File: src/rtl/multicycle_control.sv
// Multicycle main control FSM for the MIPS-subset datapath: sequences each
// instruction over 2-5 cycles and drives every datapath strobe plus selAlu.
module multicycle_control (
    input  logic        clk,
    input  logic        rst_n,
    input  logic [5:0]  opcode,
    input  logic        memReady,
    output logic [2:0]  selAlu,
    output logic [1:0]  aluSrcB,
    output logic        irWrite,
    output logic        pcWrite,
    output logic        pcWriteCond,
    output logic [1:0]  pcSrc,
    output logic        memRead,
    output logic        memWrite,
    output logic        memToReg,
    output logic        regDst,
    output logic        regWrite,
    output logic        instrDone,
    output logic        illegal,
    output logic [15:0] instrCount
);

    localparam int unsigned OP_W  = 6;
    localparam int unsigned ALU_W = 3;
    localparam int unsigned SRC_W = 2;
    localparam int unsigned PCS_W = 2;
    localparam int unsigned CNT_W = 16;

    localparam logic [OP_W-1:0] OP_R    = 6'b000000;
    localparam logic [OP_W-1:0] OP_ADDI = 6'b001000;
    localparam logic [OP_W-1:0] OP_ORI  = 6'b001101;
    localparam logic [OP_W-1:0] OP_ANDI = 6'b001100;
    localparam logic [OP_W-1:0] OP_SLTI = 6'b001010;
    localparam logic [OP_W-1:0] OP_LW   = 6'b100011;
    localparam logic [OP_W-1:0] OP_SW   = 6'b101011;
    localparam logic [OP_W-1:0] OP_BEQ  = 6'b000100;
    localparam logic [OP_W-1:0] OP_J    = 6'b000010;

    localparam logic [ALU_W-1:0] ALU_RTYPE = 3'b000;
    localparam logic [ALU_W-1:0] ALU_ADD   = 3'b001;
    localparam logic [ALU_W-1:0] ALU_OR    = 3'b010;
    localparam logic [ALU_W-1:0] ALU_AND   = 3'b011;
    localparam logic [ALU_W-1:0] ALU_SLT   = 3'b100;
    localparam logic [ALU_W-1:0] ALU_SUB   = 3'b101;

    localparam logic [SRC_W-1:0] SRC_RT   = 2'b00;
    localparam logic [SRC_W-1:0] SRC_SEXT = 2'b01;
    localparam logic [SRC_W-1:0] SRC_ZEXT = 2'b10;

    localparam logic [PCS_W-1:0] PC_INC    = 2'b00;
    localparam logic [PCS_W-1:0] PC_BRANCH = 2'b01;
    localparam logic [PCS_W-1:0] PC_JUMP   = 2'b10;

    typedef enum logic [2:0] {
        S_IDLE,
        S_FETCH,
        S_DECODE,
        S_EXEC,
        S_MEM,
        S_WB
    } state_t;

    state_t             r_state;
    state_t             w_next;
    logic [OP_W-1:0]    r_op;
    logic               r_illegal;
    logic [CNT_W-1:0]   r_count;

    logic               w_legal;
    logic               w_set_illegal;
    logic [ALU_W-1:0]   w_alu_sel;
    logic [SRC_W-1:0]   w_alu_src;

    // Opcode legality, judged on the live IR bits during DECODE
    always_comb begin
        w_legal = 1'b0;
        case (opcode)
            OP_R, OP_ADDI, OP_ORI, OP_ANDI, OP_SLTI,
            OP_LW, OP_SW, OP_BEQ, OP_J: w_legal = 1'b1;
            default:                    w_legal = 1'b0;
        endcase
    end

    // ALU class from the latched opcode; held from EXEC through WB
    always_comb begin
        w_alu_sel = ALU_RTYPE;
        w_alu_src = SRC_RT;
        case (r_op)
            OP_ADDI, OP_LW, OP_SW: begin
                w_alu_sel = ALU_ADD;
                w_alu_src = SRC_SEXT;
            end
            OP_ORI: begin
                w_alu_sel = ALU_OR;
                w_alu_src = SRC_ZEXT;
            end
            OP_ANDI: begin
                w_alu_sel = ALU_AND;
                w_alu_src = SRC_ZEXT;
            end
            OP_SLTI: begin
                w_alu_sel = ALU_SLT;
                w_alu_src = SRC_SEXT;
            end
            OP_BEQ: begin
                w_alu_sel = ALU_SUB;
                w_alu_src = SRC_RT;
            end
            default: begin
                w_alu_sel = ALU_RTYPE;
                w_alu_src = SRC_RT;
            end
        endcase
    end

    // Next state and strobes; outputs decode from state, latched opcode and memReady
    always_comb begin
        w_next        = r_state;
        w_set_illegal = 1'b0;
        selAlu        = ALU_RTYPE;
        aluSrcB       = SRC_RT;
        irWrite       = 1'b0;
        pcWrite       = 1'b0;
        pcWriteCond   = 1'b0;
        pcSrc         = PC_INC;
        memRead       = 1'b0;
        memWrite      = 1'b0;
        memToReg      = 1'b0;
        regDst        = 1'b0;
        regWrite      = 1'b0;
        instrDone     = 1'b0;

        case (r_state)
            S_IDLE: begin
                w_next = S_FETCH;
            end
            S_FETCH: begin
                memRead = 1'b1;
                if (memReady) begin
                    irWrite = 1'b1;
                    pcWrite = 1'b1;
                    pcSrc   = PC_INC;
                    w_next  = S_DECODE;
                end
            end
            S_DECODE: begin
                if (opcode == OP_J) begin
                    pcWrite   = 1'b1;
                    pcSrc     = PC_JUMP;
                    instrDone = 1'b1;
                    w_next    = S_FETCH;
                end else if (!w_legal) begin
                    w_set_illegal = 1'b1;
                    w_next        = S_FETCH;
                end else begin
                    w_next = S_EXEC;
                end
            end
            S_EXEC: begin
                selAlu  = w_alu_sel;
                aluSrcB = w_alu_src;
                if (r_op == OP_BEQ) begin
                    pcWriteCond = 1'b1;
                    pcSrc       = PC_BRANCH;
                    instrDone   = 1'b1;
                    w_next      = S_FETCH;
                end else if (r_op == OP_LW || r_op == OP_SW) begin
                    w_next = S_MEM;
                end else begin
                    w_next = S_WB;
                end
            end
            S_MEM: begin
                selAlu  = w_alu_sel;
                aluSrcB = w_alu_src;
                if (r_op == OP_LW) begin
                    memRead = 1'b1;
                end else begin
                    memWrite = 1'b1;
                end
                if (memReady) begin
                    if (r_op == OP_LW) begin
                        w_next = S_WB;
                    end else begin
                        instrDone = 1'b1;
                        w_next    = S_FETCH;
                    end
                end
            end
            S_WB: begin
                selAlu    = w_alu_sel;
                aluSrcB   = w_alu_src;
                regWrite  = 1'b1;
                instrDone = 1'b1;
                regDst    = (r_op == OP_R);
                memToReg  = (r_op == OP_LW);
                w_next    = S_FETCH;
            end
            default: begin
                w_next = S_IDLE;
            end
        endcase
    end

    // State, latched opcode, sticky illegal flag and retire counter
    always_ff @(posedge clk or negedge rst_n) begin
        if (!rst_n) begin
            r_state   <= S_IDLE;
            r_op      <= '0;
            r_illegal <= 1'b0;
            r_count   <= '0;
        end else begin
            r_state <= w_next;
            if (r_state == S_DECODE) begin
                r_op <= opcode;
            end
            if (w_set_illegal) begin
                r_illegal <= 1'b1;
            end
            if (instrDone) begin
                r_count <= r_count + CNT_W'(1);
            end
        end
    end

    assign illegal    = r_illegal;
    assign instrCount = r_count;

endmodule
File: config.mk
export PLATFORM = sky130hd
export DESIGN_NAME = multicycle_control
export DESIGN_NICKNAME = d
export VERILOG_FILES = /design/src/rtl/multicycle_control.sv
export SDC_FILE = /design/constraint.sdc
export NUM_CORES = 1
export LEC_CHECK = 0
export ABC_AREA = 1
export BUFFER_PORTS_ARGS = -buffer_cell sky130_fd_sc_hd__buf_2
export CAP_MARGIN = 40
export CELL_PAD_IN_SITES_DETAIL_PLACEMENT = 1
export CELL_PAD_IN_SITES_GLOBAL_PLACEMENT = 1
export CORE_ASPECT_RATIO = 0.5
export CORE_MARGIN = 1
export CORE_UTILIZATION = 42
export CTS_BUF_LIST = sky130_fd_sc_hd__clkbuf_4
export DETAILED_ROUTE_END_ITERATION = 10
export HOLD_SLACK_MARGIN = 0.08
export PLACE_DENSITY = 0.95
export SLEW_MARGIN = 10
export SYNTH_ARGS = -nofsm -noshare
export SYNTH_HDL_FRONTEND = slang
export SYNTH_SLANG_ARGS = --single-unit
export TNS_END_PERCENT = 20
File: constraint.sdc
create_clock -name clk -period 3 [get_ports clk]
set_input_delay 0.15 -clock clk [delete_from_list [all_inputs] [get_ports clk]]
set_output_delay 0.15 -clock clk [all_outputs]
set_load 0.02 [all_outputs]
==> metrics.md, run 1 <==
| Metric | Value |
|---|---|
| Initial Util | about 45% |
| DP Area | roughly 2000 um2 |
| Worst-path clk slew | about 150 ps |
| Postcts setup bufs | 0 |
| Place WS | between 1000 and 1500 ps |
| Final setup viols | 0 |
| Die Wd | between 90 and 100 um |
| Hold Crit Depth | 3 |
| Total grt overflow | 0 |
| Worst Min Path Start | opcode[5] |
| Critical R2R Capture | instrCount[2] |
| Power per cell area | between 600 and 700 nW/um2 |
| Via density | just over 5 |
| Global-route wire length before repair | ~9200 um |
| Mapped Area | ~1800 um2 |
| Avg Synthesized Cell Area | around 7 um2 |
| Final Max Tran Viols | 0 |
| Slack of the worst reg-to-reg path | ~1100 ps |
| Hold EP | r_op[5] |
| Clk_lat worst skew | ~330 ps |
| CTS tree | done |
| Hold Crit Class | in2reg |
| Drt wl/cell | ~15 um |
| Die footprint | 4580 um2 |
| Max Cap Violations | 0 |
| CP Capture Type | output port |
| Detail Route Antenna Nets | 0 |
| RSZ-0062 raised after global routing | false |
| Post-Synthesis Cells | about 260 |
| Core area | 4000 um2 |
| Critical path class | reg2out |
| HPWL after DPL | a little under 4000 um |
| # nets final | approximately 320 |
| Fin worst setup slack | around 710 ps |
| Endpoints failing hold | 0 |
| Synthesized Nets | around 270 |
| Largest net degree at the start of global routing | 27 |
| Number of H-tree levels | 1 |
| Wirelength, routed | around 5300 um |
| DRC viols | 0 |
| CTS Buffer Depth | 2 |
| Number of flops mapped to enable cells by yosys | 0 |
| Via count | about 1800 |
| Asr flop ratio synth | between 90% and 100% |
| Number of global-route vias before repair | a little under 2000 |
| Crit path time final | 2290 ps |
| Antenna violations before repair | 0 |
| Relative slew slack | around 60% |
| R2R cell count | 8 |
| Chip height | just under 50 um |
| Cell area after layout | around 2100 um2 |
| Pwr Total | between 1 and 1.5 mW |
| Row cnt | 16 |
| GR Util All Layers | between 20% and 30% |
| Syn. warnings | 0 |
| TritonCTS buffer count | 3 |
| VDD IR max | between 200 and 250 uV |
| Slew @ Worst Pin | between 600 and 700 ps |
| Root buf cell | clkbuf_4 |
| Final period util | roughly 76% |
| Status | completed |
| Clock skew | 4.74 ps |
| Worst setup SP type | flip-flop |
| WHS | around 85 ps |
| Total negative slack | 0 ps |
| IO Count | 42 |
| Distinct cells, synth | 25 |
| Fmax | around 0.44 GHz |
| Iter 0 DRT Violations | 38 |
| #FFs+latches synth | 26 |
| Port Buffer Count | between 40 and 50 |
| Reg-to-reg startpoint | r_state[2] |
| Worst Path Arrival | around 2100 ps |
| Drt first pass iters | 4 |
| Final Wtd Congestion | just under 0.8 |
| Total clock sinks | 26 |
| Top_reg_cell synth | dfrtp_1 |
| Register area share after synthesis | 36.0% |
| Fraction of layout cells with a size suffix above 1 | about 22% |
| Leakage power | roughly 1.1 nW |
| Layout area overhead | 16.6% |
| Crit path required time | between 2000 and 3000 ps |
| # diodes | 0 |
| Crit Path Max Fanout | 17 |
-- synthesized netlist by cell type, types with 4 or more instances --
| library cell | number | area [um2] |
|---|---|---|
| xor2_1 | 4 | 35.0 |
| nand3_1 | 25 | 125 |
| nand3_2 | 5 | 50.1 |
| xnor2_1 | 7 | 61.3 |
| dfrtp_1 | 26 | 651 |
| inv_1 | 26 | 97.6 |
| nand2_1 | 84 | 315 |
| nor2_2 | 9 | 56.3 |
| ha_1 | 4 | 50.1 |
| o21ai_0 | 14 | 70.1 |
| nor2_1 | 28 | 105 |
| nand4_1 | 5 | 31.3 |
-- layer usage --
metal | vias up | track usage [%] | share of wire (%)
met3 | 8 | 4.25 | 2.9
met1 | 894 | 31.7 | 46
met4 | 0 | 5.81 | 1.2
met2 | 36 | 45.4 | 50
li1 | 899 | - | -
met5 | - | 0 | 0
-- what timing repair did --
action                                 CTS  global route
endpoints found under the hold margin   29             0
resized for setup                        0             0
hold buffers                             4             0
setup endpoints to repair                0             0
-- sequential cells by signal (all words and copies together) (netlist names) --
register    cells
r_state         3
r_op            6
illegal         1
instrCount     16
-- power breakdown --
| group | total [mW] | switching (mW) | leakage [nW] | internal [mW] |
|---|---|---|---|---|
| clock | 0.160 | 0.111 | 0.0154 | 0.0489 |
| sequential | 0.553 | 0.122 | 0.340 | 0.431 |
| combinational | 0.747 | 0.533 | 0.779 | 0.214 |
| total | 1.46 | 0.765 | 1.13 | 0.694 |
-- layout make-up --
| cell class | instances | area [um2] |
|---|---|---|
| Tap cell | 54 | 67.6 |
| Inverter | 29 | 109 |
| Multi-Input combinational cell | 198 | 1010 |
| Clock inverter | 1 | 3.75 |
| Fill cell | 550 | 1900 |
| Clock buffer | 3 | 22.5 |
| Sequential cell | 26 | 651 |
| Timing Repair Buffer | 45 | 245 |
-- critical path, stage by stage, from the launching register on --
cell and delay, ps:
dfrtp_1 490, inv_2 100, nand2_2 60, nor2_2 360, nand3_2 250, nand2_2 140
o21bai_4 160, inv_1 90, buf_2 160
-- metrics by stage --
stage | utilization (%) | std cells
after floorplan | - | 258
after global placement | 50.9 | 348
after detailed placement | 50.9 | 348
after CTS | 52.6 | 356
after global routing | 52.6 | 356
final | 52.6 | 356
-- cell families (layout without fill, tap and decap cells) --
logic type	count (synthesis)	after routing	synth area share, %
AOI/OAI and AO/OA	20	20	6.58
xor gates and xnor gates	11	11	5.33
buffers and inverters	34	78	8.24
adders and majority gates	4	4	2.77
and+or+nand+nor	163	163	41.1
DFF	26	26	36.0
-- placed cells by master (no fill, tap or decap) --
| cell type | count |
|---|---|
| o21bai_4 | 1 |
| o21bai_1 | 1 |
| inv_1 | 26 |
| nand3_4 | 1 |
| nor2_4 | 1 |
| nand3_2 | 5 |
| ha_1 | 4 |
| nand3_1 | 25 |
| clkbuf_4 | 3 |
| nor4_1 | 1 |
| nor2_2 | 9 |
| nor3_1 | 1 |
| nor2_1 | 28 |
| inv_2 | 3 |
| nand2_2 | 3 |
| o31ai_1 | 1 |
| nand2_1 | 84 |
| xnor2_1 | 7 |
| clkinv_1 | 1 |
| o21ai_0 | 14 |
| xor2_1 | 4 |
| nand4_1 | 5 |
| a21oi_1 | 3 |
| dlygate4sd3_1 | 4 |
| dfrtp_1 | 26 |
| buf_2 | 41 |
-- worst max-delay path by stage --
stage               start   endpoint  slack (ps)  depth (start not counted)
6_report       r_state[2]  instrDone         710                          8
5_1_grt        r_state[2]  instrDone         530                          8
4_1_cts        r_state[2]  instrDone         740                          8
3_5_place_dp   r_state[2]  instrDone        1170                          8
3_3_place_gp   r_state[2]  instrDone        1250                          8
2_1_floorplan  r_state[1]     regDst        1240                          5
Note: power is estimated with default switching activity, not from simulation.
==> run 2, diff against run 1 <==
--- a/config.mk
+++ b/config.mk
@@ -12,11 +12,11 @@
 export CELL_PAD_IN_SITES_GLOBAL_PLACEMENT = 1
 export CORE_ASPECT_RATIO = 0.5
 export CORE_MARGIN = 1
-export CORE_UTILIZATION = 42
+export CORE_UTILIZATION = 39
 export CTS_BUF_LIST = sky130_fd_sc_hd__clkbuf_4
 export DETAILED_ROUTE_END_ITERATION = 10
 export HOLD_SLACK_MARGIN = 0.08
-export PLACE_DENSITY = 0.95
+export PLACE_DENSITY = 0.94
 export SLEW_MARGIN = 10
 export SYNTH_ARGS = -nofsm -noshare
 export SYNTH_HDL_FRONTEND = slang
==> constraint.sdc (replaced) <==
create_clock -name clk -period 2.2 [get_ports clk]
set_input_delay 0.11 -clock clk [delete_from_list [all_inputs] [get_ports clk]]
set_output_delay 0.11 -clock clk [all_outputs]
set_load 0.02 [all_outputs]
==> run 2 against run 1 <==
- the flow now finishes with violations (DRC)
- clock power rose by 130%
- utilization fell by 3.5 points
- wire length rose by 13%
- register-to-register slack got worse by 640 ps
- highest routed layer unchanged
==> metrics.md, run 2 (same netlist as run 1, synthesis figures left out) <==
| Metric | Value |
|---|---|
| Hold EP | r_state[2] |
| Row cnt | 17 |
| Power per cell area | 1010 nW/um2 |
| TritonCTS buffer count | 3 |
| Drt first pass iters | 9 |
| CP delay by family, top | flip-flops |
| Max reg flops | 16 |
| Final Max Tran Viols | 0 |
| Failing checks | DRC |
| P_sw | approximately 1.1 mW |
| Power Internal | 1.08 mW |
| Initial Util | roughly 40% |
| Hold Buf Count CTS | 7 |
| Top layer in use | met4 |
| Final period util | 95.0% |
| Core area | about 4400 um2 |
| CP Buf/Inv Count | 2 |
| Metal2 WL | approximately 2900 um |
| Reg-to-reg startpoint | r_op[3] |
| CTS Buffer Depth | 2 |
| Post-CTS Resized | 0 |
| Leakage power | roughly 1.2 nW |
| Root buf cell | clkbuf_4 |
| Number of H-tree levels | 1 |
| # nets final | 320 |
| IO Count | 42 |
| Place WS | around 580 ps |
| DRC viols | 1 |
| Via count | slightly below 2000 |
| Chip height | between 50 and 60 um |
| R2R cell count | 7 |
| Hold Crit Depth | 4 |
| Wire length on met1 | approximately 2500 um |
| Clk_lat worst skew | 360 ps |
| Crit Path Max Fanout | 17 |
| Commonest cells after routing, fill and taps aside | nand2_1, buf_2, nor2_1, inv_1, dfrtp_1 |
| Final Wtd Congestion | 0.827 |
| Fin cells | 363 |
| Sequential power share | 34.5% |
| Hold Crit Class | in2reg |
| HPWL after DPL | roughly 3900 um |
| Switching Share | between 50% and 60% |
| Final setup viols | 0 |
| Critical R2R Capture | instrCount[1] |
| Fmax | between 0.4 and 0.5 GHz |
| Wirelength, routed | approximately 6000 um |
| CP max-delay cell | dfrtp_1 |
| Worst-path clk slew | between 150 and 200 ps |
| Relative slew slack | roughly three fifths |
| Total grt overflow | 0 |
| Slew @ Worst Pin | roughly 610 ps |
| Crit path required time | between 2000 and 2500 ps |
| Global-route wire length before repair | between 9000 and 10000 um |
| Multi-input logic area | about 1000 um2 |
| Antenna violations before repair | 0 |
| Total clock sinks | 26 |
| Critical path class | reg2out |
| Crit path time final | 2090 ps |
| Max Cap Violations | 0 |
| RSZ-0062 raised after global routing | false |
| Die Wd | between 90 and 100 um |
| Drt wl/cell | ~16 um |
| Most Frequent Cell on Critical Path | nand3_2 |
| Clock power share | about 16% |
| Most common cell after layout, fill and taps aside | nand2_1 |
| Met3 routed WL | 257 um |
| # placed instances | ~350 |
| Fillers | 605 |
| Worst Min Path Start | memReady |
| GR Util All Layers | 26.1% |
| VDD IR max | approximately 300 uV |
| Clock skew | roughly 15 ps |
| Crit path from | r_op[3] |
| Iter 0 DRT Violations | between 100 and 150 |
| Via density | roughly 5.3 |
| Fraction of layout cells with a size suffix above 1 | between 20% and 30% |
| CTS tree | done |
| Number of global-route vias before repair | approximately 2000 |
| Slack of the worst reg-to-reg path | approximately 500 ps |
| CP Capture Type | output port |
| Endpoints failing hold | 0 |
| Port Buffer Count | just over 40 |
| Total negative slack | 0 ps |
| Worst setup SP type | flip-flop |
| Detail Route Antenna Nets | 0 |
| Worst Path Arrival | around 2000 ps |
| Status | finished with violations |
| CP max stage delay | around 500 ps |
| Largest net degree at the start of global routing | 27 |
| Storage cell area | 651 um2 |
| Logic pwr share | about half |
| # diodes | 0 |
| Die footprint | about 4900 um2 |
| Layout area overhead | 20.3% |
| WHS | slightly below 100 ps |
| Postcts setup bufs | 0 |
| Fin worst setup slack | between 100 and 150 ps |
| Critical-path cell list | nor2_2 -> nand3_2 -> nand3_2 -> nand2_2 -> o21bai_4 -> inv_1 -> buf_2 |
-- run 2: through the flow --
stage	power [mW]	util [%]	instance area, um2
finish	2.19	49.1	2170
detailed placement	1.76	46.4	2050
CTS	2.13	49.1	2170
global placement	1.70	46.4	2050
floorplan	1.47	-	1810
global route	2.33	49.1	2170
-- run 2: worst register-to-register path, delay by kind of cell, from the launching register on --
| kind | cells | cell delay (ps) |
|---|---|---|
| AO/OA/AOI/OAI | 1 | 370 |
| AND/OR/NAND/NOR | 6 | 760 |
| flip-flops | 1 | 500 |
-- run 2: power groups by stage --
stage / Sequential, mW / Clock (mW) / Combinational, mW
after floorplan: 0.758 / 0 / 0.717
after global placement: 0.742 / 0 / 0.957
after detailed placement: 0.757 / 0 / 1.01
after CTS: 0.750 / 0.358 / 1.02
after global routing: 0.773 / 0.373 / 1.18
final: 0.757 / 0.360 / 1.08
-- run 2: how the worst max path moves through the flow --
stage	endpoint	slack [ps]	depth (start not counted)
floorplan	regDst	480	5
global placement	instrDone	640	7
detailed placement	instrDone	580	7
CTS	instrDone	160	8
global route	instrDone	10	7
finish	instrDone	110	7
-- run 2: final cells by class --
class | count | area share [%]
Clock buffer | 3 | 1.04
Inverter | 29 | 5.01
Multi-Input combinational cell | 198 | 46.3
Timing Repair Buffer | 49 | 13.0
Sequential cell | 26 | 29.9
Tap cell | 57 | 3.28
Clock inverter | 1 | 1.38
-- run 2: metal layers --
| layer | up-vias | GRT usage, % |
|---|---|---|
| met5 | - | 0 |
| met4 | 0 | 14.9 |
| met3 | 27 | 5.01 |
| met2 | 56 | 45.9 |
| met1 | 943 | 30.6 |
| li1 | 916 | - |
